## config.mk

```make
export PLATFORM = sky130hd
export DESIGN_NAME = dds_cmd_parser
export DESIGN_NICKNAME = d
export VERILOG_FILES = /design/src/rtl/dds_cmd_parser.sv
export SDC_FILE = /design/constraint.sdc
export NUM_CORES = 1
export LEC_CHECK = 0
export BUFFER_PORTS_ARGS = -buffer_cell sky130_fd_sc_hd__buf_4
export CAP_MARGIN = 40
export CORE_MARGIN = 3
export CORE_UTILIZATION = 40
export CTS_CLUSTER_DIAMETER = 80
export DETAILED_ROUTE_END_ITERATION = 16
export PLACE_DENSITY = 0.6
export SLEW_MARGIN = 20
export SYNTH_ARGS = -nofsm -noshare
export SYNTH_HDL_FRONTEND = slang
export SYNTH_SLANG_ARGS = --single-unit
```

## constraint.sdc

```tcl
create_clock -name i_clk -period 3.9 [get_ports i_clk]
set_clock_uncertainty 0.15 [all_clocks]
set_input_delay 0.195 -clock i_clk [delete_from_list [all_inputs] [get_ports i_clk]]
set_output_delay 0.195 -clock i_clk [all_outputs]
set_load 0.01 [all_outputs]
```

## src/rtl/dds_cmd_parser.sv

```systemverilog
// UART command-frame parser for a two-channel DDS: A5 CH CMD D_HI D_LO CS.
// Validates each frame and strobes parameter writes and a result ack one cycle after the CS byte.
module dds_cmd_parser #(
   parameter int unsigned TIMEOUT_CYC = 1000000
) (
   input  logic        i_clk,
   input  logic        i_rst_n,
   input  logic [7:0]  i_rx_data,
   input  logic        i_rx_vld,
   output logic [15:0] o_dds1_val,
   output logic [7:0]  o_dds1_vld,
   output logic [15:0] o_dds2_val,
   output logic [7:0]  o_dds2_vld,
   output logic        o_ack_vld,
   output logic [1:0]  o_ack_code
);

   localparam int unsigned GapW = $clog2(TIMEOUT_CYC + 1);

   typedef enum logic [2:0] {StIdle, StCh, StCmd, StDhi, StDlo, StCs} state_e;

   state_e            state_q, state_d, state_cur;
   logic [GapW-1:0]   gap_q, gap_d;
   logic [7:0]        ch_q, ch_d, cmd_q, cmd_d, dhi_q, dhi_d, dlo_q, dlo_d;
   logic [15:0]       val1_q, val1_d, val2_q, val2_d;
   logic [7:0]        vld1_q, vld1_d, vld2_q, vld2_d;
   logic              ack_vld_q, ack_vld_d;
   logic [1:0]        ack_code_q, ack_code_d;

   logic              timeout;
   logic [7:0]        sum;
   logic [15:0]       dval, dmax;
   logic [1:0]        code;

   always_comb begin
      case (cmd_q[2:0])
         3'd0:    dmax = 16'd1;
         3'd1:    dmax = 16'd7;
         3'd2:    dmax = 16'd50000;
         3'd3:    dmax = 16'd3000;
         3'd4:    dmax = 16'd6000;
         3'd5:    dmax = 16'd6000;
         3'd6:    dmax = 16'd3600;
         default: dmax = 16'd1000;
      endcase
   end

   // Checksum error outranks a bad channel/cmd, which outranks out-of-range data.
   always_comb begin
      sum  = ch_q + cmd_q + dhi_q + dlo_q;
      dval = {dhi_q, dlo_q};
      if (sum != i_rx_data) begin
         code = 2'd1;
      end else if (ch_q < 8'h01 || ch_q > 8'h03 || cmd_q > 8'h07) begin
         code = 2'd2;
      end else if (dval > dmax) begin
         code = 2'd3;
      end else begin
         code = 2'd0;
      end
   end

   always_comb begin
      // A timed-out frame is dropped first, so a byte arriving that cycle is seen from idle.
      timeout    = (state_q != StIdle) && (gap_q == GapW'(TIMEOUT_CYC));
      state_cur  = timeout ? StIdle : state_q;
      state_d    = state_cur;
      gap_d      = timeout ? '0 : gap_q;
      ch_d       = ch_q;
      cmd_d      = cmd_q;
      dhi_d      = dhi_q;
      dlo_d      = dlo_q;
      val1_d     = val1_q;
      val2_d     = val2_q;
      vld1_d     = 8'h00;
      vld2_d     = 8'h00;
      ack_vld_d  = 1'b0;
      ack_code_d = ack_code_q;
      if (i_rx_vld) begin
         gap_d = '0;
         case (state_cur)
            StIdle: if (i_rx_data == 8'hA5) state_d = StCh;
            StCh: begin
               ch_d    = i_rx_data;
               state_d = StCmd;
            end
            StCmd: begin
               cmd_d   = i_rx_data;
               state_d = StDhi;
            end
            StDhi: begin
               dhi_d   = i_rx_data;
               state_d = StDlo;
            end
            StDlo: begin
               dlo_d   = i_rx_data;
               state_d = StCs;
            end
            default: begin
               state_d    = StIdle;
               ack_vld_d  = 1'b1;
               ack_code_d = code;
               if (code == 2'd0) begin
                  if (ch_q[0]) begin
                     val1_d = dval;
                     vld1_d = 8'h01 << cmd_q[2:0];
                  end
                  if (ch_q[1]) begin
                     val2_d = dval;
                     vld2_d = 8'h01 << cmd_q[2:0];
                  end
               end
            end
         endcase
      end else if (state_cur != StIdle) begin
         gap_d = gap_q + GapW'(1);
      end
   end

   always_ff @(posedge i_clk or negedge i_rst_n) begin
      if (!i_rst_n) begin
         state_q    <= StIdle;
         gap_q      <= '0;
         ch_q       <= 8'h00;
         cmd_q      <= 8'h00;
         dhi_q      <= 8'h00;
         dlo_q      <= 8'h00;
         val1_q     <= 16'h0000;
         val2_q     <= 16'h0000;
         vld1_q     <= 8'h00;
         vld2_q     <= 8'h00;
         ack_vld_q  <= 1'b0;
         ack_code_q <= 2'd0;
      end else begin
         state_q    <= state_d;
         gap_q      <= gap_d;
         ch_q       <= ch_d;
         cmd_q      <= cmd_d;
         dhi_q      <= dhi_d;
         dlo_q      <= dlo_d;
         val1_q     <= val1_d;
         val2_q     <= val2_d;
         vld1_q     <= vld1_d;
         vld2_q     <= vld2_d;
         ack_vld_q  <= ack_vld_d;
         ack_code_q <= ack_code_d;
      end
   end

   assign o_dds1_val = val1_q;
   assign o_dds1_vld = vld1_q;
   assign o_dds2_val = val2_q;
   assign o_dds2_vld = vld2_q;
   assign o_ack_vld  = ack_vld_q;
   assign o_ack_code = ack_code_q;

endmodule

```

==> metrics.txt <==
# TYPE chip_impl_metric gauge
chip_impl_info{name="status",value="finished clean"} 1
chip_impl_metric{name="drv_slew",unit=""} 0
chip_impl_metric{name="finalCriticalPeriod",unit="ns"} 3.78
chip_impl_info{name="critical-path-slowest-cell",value="sky130_fd_sc_hd__or4_4"} 1
chip_impl_metric{name="finalCritPeriodShare",unit=""} 0.969
chip_impl_metric{name="place.detailed.hpwl",unit="mm"} 10.0
chip_impl_metric{name="cpPeakStageDelay",unit="ns"} 0.52
chip_impl_metric{name="place.gp.congestion",unit=""} 0.857
chip_impl_metric{name="ant_nets",unit=""} 0
chip_impl_metric{name="synth_cells",unit=""} 496
chip_impl_metric{name="drtIter0Drc",unit=""} 306
chip_impl_metric{name="postLayoutCoreUtil",unit=""} 0.511
chip_impl_info{name="commonest_non_fill_non_tap_cell_in_the_layout",value="sky130_fd_sc_hd__dfrtp_1"} 1
chip_impl_metric{name="cts_max_level",unit=""} 3
chip_impl_metric{name="final_net_count",unit=""} 642
chip_impl_metric{name="cts_inserted_buffers",unit=""} 9
chip_impl_metric{name="cts.reportedPaths.clkPinSlew",unit="ns"} 0.07
chip_impl_metric{name="layout-drive-gt1-share",unit=""} 0.347
chip_impl_metric{name="core_area",unit="um2"} 14000
chip_impl_metric{name="die_ar",unit="um2"} 16000
chip_impl_metric{name="route.detailed.vias_per_inst",unit=""} 5.38
chip_impl_metric{name="fillCellCount",unit=""} 1216
chip_impl_info{name="worstSetupStartpointType",value="flop"} 1
chip_impl_metric{name="timing.hold.worst_path_depth",unit=""} 2
chip_impl_metric{name="chipHeight",unit="um"} 127
chip_impl_metric{name="grtUsageTotal",unit=""} 0.175
chip_impl_metric{name="ioPinCount",unit=""} 62
chip_impl_metric{name="synthArstFlopShare",unit=""} 1.00
chip_impl_metric{name="setup-tns-final",unit="ns"} 0
chip_impl_metric{name="grt_antenna_before_repair",unit=""} 0
chip_impl_metric{name="areaGrowthSynthToFinish",unit="%"} 23.5
chip_impl_info{name="tritoncts_clock_tree",value="yes"} 1
chip_impl_metric{name="core.rowCount",unit=""} 43
chip_impl_info{name="class_of_the_tightest_hold_or_removal_check",value="in2reg"} 1
chip_impl_info{name="min-delay-start",value="i_rx_data[0]"} 1
chip_impl_metric{name="routed_wire_length_per_instance",unit="um"} 17.6
chip_impl_info{name="timing.setup.critical_path_class",value="reg2reg"} 1
chip_impl_metric{name="maximum_vdd_drop",unit="uV"} 796
chip_impl_metric{name="start_util",unit=""} 0.414
chip_impl_metric{name="multi_input_comb_area",unit="um2"} 3110
chip_impl_metric{name="detailedPlace.worstSlack",unit="ns"} -0.113
chip_impl_metric{name="rr_worst_depth",unit=""} 15
chip_impl_metric{name="antenna_diodes",unit=""} 0
chip_impl_metric{name="p_switching",unit="uW"} 2880
chip_impl_metric{name="maxSlewHeadroom",unit=""} 0.537
chip_impl_metric{name="grt_overflow_total",unit=""} 0
chip_impl_metric{name="power_density",unit="nW/um2"} 911
chip_impl_metric{name="regToRegSetupSlack",unit="ns"} 0.12
chip_impl_metric{name="port_buffers",unit=""} 61
chip_impl_metric{name="drcViolationCount",unit=""} 0
chip_impl_metric{name="yosysSeqAreaShare",unit=""} 0.456
chip_impl_info{name="cp-end-kind",value="flop"} 1
chip_impl_metric{name="cts.sink_count",unit=""} 106
chip_impl_metric{name="synth.distinct_cells",unit=""} 59
chip_impl_metric{name="power.clock.fraction",unit=""} 0.137
chip_impl_metric{name="synth_seq_cells",unit=""} 106
chip_impl_metric{name="ctsLongestPathBuffers",unit=""} 2
chip_impl_metric{name="final-seq-area",unit="um2"} 2650
chip_impl_info{name="layout_common_cells",value="sky130_fd_sc_hd__dfrtp_1, sky130_fd_sc_hd__buf_4, sky130_fd_sc_hd__mux2_2"} 1
chip_impl_info{name="reg2reg_to",value="o_dds2_val[8]$_DFFE_PN0P_"} 1
chip_impl_metric{name="worst_slack_setup_final",unit="ns"} 0.122
chip_impl_metric{name="yosys_warnings",unit=""} 0
chip_impl_metric{name="worst_pin_slew",unit="ns"} 0.694
chip_impl_metric{name="maximum_fanout_along_the_worst_path",unit=""} 8
chip_impl_metric{name="power.share.combinational",unit=""} 0.622
chip_impl_metric{name="timing.max_cap.violations",unit=""} 0
chip_impl_metric{name="timing.final.hold_violations",unit=""} 0
chip_impl_metric{name="syn-num-nets",unit=""} 549
chip_impl_metric{name="grt_pass1_wl",unit="mm"} 22.3
chip_impl_info{name="synth_ff_type",value="sky130_fd_sc_hd__dfrtp_1"} 1
chip_impl_metric{name="detail_route.wirelength",unit="mm"} 13.6
chip_impl_metric{name="max_freq",unit="MHz"} 265
chip_impl_info{name="critical_path.cell_chain",value="buf_4 > inv_1 > ha_1 > inv_1 > o21ai_2 > nor3_4 > or3_1 > ha_1 > nand4_1 > or4_4 > or2_4 > o31ai_4 > nand4_4 > clkbuf_16 > mux2_4"} 1
chip_impl_metric{name="num_vias",unit=""} 4165
chip_impl_metric{name="floorplan.die.width",unit="um"} 127
chip_impl_metric{name="power.leakage",unit="uW"} 0.00334
chip_impl_metric{name="syn_area_per_cell",unit="um2"} 11.7
chip_impl_metric{name="synth_enable_flop_cells",unit=""} 0
chip_impl_metric{name="grt_pass1_vias",unit=""} 4251
chip_impl_metric{name="mappedNetlistArea",unit="um2"} 5820
chip_impl_metric{name="worst_hold_slack",unit="ns"} 0.0236
chip_impl_metric{name="setup_viol",unit=""} 0
chip_impl_metric{name="pwr-share-seq",unit=""} 0.241
chip_impl_metric{name="maximum_number_of_pins_on_one_net_before_global_route_repair",unit=""} 52
chip_impl_metric{name="intPower",unit="uW"} 3660
chip_impl_metric{name="cp_data_arrival_time",unit="ns"} 3.87
chip_impl_info{name="regToRegStartpoint",value="cmd_q[1]$_DFFE_PN0P_"} 1
chip_impl_metric{name="insertion_delay",unit="ns"} 0.35
chip_impl_metric{name="drt_first_pass_iters",unit=""} 5
chip_impl_metric{name="p_sw_frac",unit=""} 0.441
chip_impl_info{name="cts-root-buf",value="sky130_fd_sc_hd__clkbuf_16"} 1
chip_impl_info{name="hold_end",value="dlo_q[0]$_DFFE_PN0P_"} 1
chip_impl_metric{name="critPathRequiredTime",unit="ns"} 3.99
## final cells by class
class	instances	area share
repair buffers	96	0.112
clock inverters	4	0.00470
clock buffers	12	0.0371
multi-input cells	352	0.433
well taps	180	0.0314
flip-flops and latches	106	0.370
inverters	24	0.0125
## sequential cells by signal (all words and copies together) (netlist names)
register / cells
gap_q: 20
o_dds1_val: 16
o_dds2_val: 16
ch_q: 8
cmd_q: 8
dhi_q: 8
dlo_q: 8
o_dds1_vld: 8
o_dds2_vld: 8
state_q: 3
o_ack_code: 2
o_ack_vld: 1
## cell families after synthesis
group / share of synthesized area
simple gates: 0.144
flops: 0.456
compound gates: 0.0871
mux: 0.137
fa+ha+maj: 0.108
buf+inv: 0.0338
xor+xnor: 0.0333
## worst max-delay path, delay by kind of cell, from the launching register on
| kind | cells | cell delay [ns] |
|---|---|---|
| mux | 1 | 0.29 |
| flops | 1 | 0.41 |
| simple gates | 6 | 1.61 |
| buf+inv | 4 | 0.52 |
| fa+ha+maj | 2 | 0.47 |
| compound gates | 2 | 0.20 |
## synth_stat cells (all sizes together) (3+ instances only)
master | count | area (um2)
nand3 | 13 | 70.1
dfrtp | 106 | 2650
mux2 | 64 | 796
clkbuf | 5 | 18.8
and3 | 4 | 25.0
a31oi | 5 | 31.3
o31ai | 3 | 36.3
xor2 | 5 | 43.8
nor4 | 24 | 171
ha | 28 | 350
buf | 9 | 87.6
nand4 | 9 | 92.6
fa | 14 | 280
nor2b | 3 | 18.8
o21ai | 39 | 214
nand2 | 41 | 154
xnor2 | 12 | 105
nor3 | 7 | 40.0
and2 | 3 | 18.8
or4 | 4 | 31.3
inv | 24 | 90.1
a21o | 3 | 22.5
a21oi | 22 | 110
nor2 | 18 | 67.6
nor4b | 3 | 26.3
or3 | 3 | 18.8
## per-layer routing
layer | track usage | part of all wire
met4 | 0.0511 | 0.017
met5 | 0 | 0
met3 | 0.0493 | 0.043
met1 | 0.233 | 0.45
met2 | 0.281 | 0.48
## how the worst max path moves through the flow
stage,from,end,slack [ns],depth (start not counted)
2_1_floorplan,ch_q[1]$_DFFE_PN0P_,o_dds1_val[10]$_DFFE_PN0P_,0.07,13
3_3_place_gp,cmd_q[1]$_DFFE_PN0P_,o_dds2_val[14]$_DFFE_PN0P_,0.06,15
3_5_place_dp,ch_q[1]$_DFFE_PN0P_,o_dds2_vld[4]$_DFF_PN0_,-0.11,11
4_1_cts,ch_q[1]$_DFFE_PN0P_,o_dds1_val[12]$_DFFE_PN0P_,0.001,13
5_1_grt,dhi_q[1]$_DFFE_PN0P_,o_dds2_val[15]$_DFFE_PN0P_,-0.02,13
6_report,cmd_q[1]$_DFFE_PN0P_,o_dds2_val[8]$_DFFE_PN0P_,0.12,15
## metrics by stage
stage | area (um2) | total power [uW] | std cells
final | 7180 | 6540 | 774
after global routing | 7180 | 7100 | 774
after CTS | 7040 | 6210 | 772
after detailed placement | 6630 | 5200 | 746
after global placement | 6590 | 5080 | 744
after floorplan | 5820 | 4300 | 496
## what timing repair did
| item | CTS | global route |
|---|---|---|
| hold buffers | 9 | 0 |
| pin swaps | 1 | 13 |
| resized for setup | 4 | 22 |
| gates cloned | 0 | 1 |
| setup buffers | 1 | 1 |
| endpoints found under the hold margin | 65 | 0 |
| setup endpoints to repair | 48 | 48 |
## power by group through the flow
stage               combinational [uW]  sequential (uW)  clock [uW]
floorplan                         2780             1520           0
global placement                  3500             1580           0
detailed placement                3610             1590           0
CTS                               3700             1570         943
global route                      4510             1610         984
finish                            4070             1570         898
Note: power is estimated with default switching activity, not from simulation.
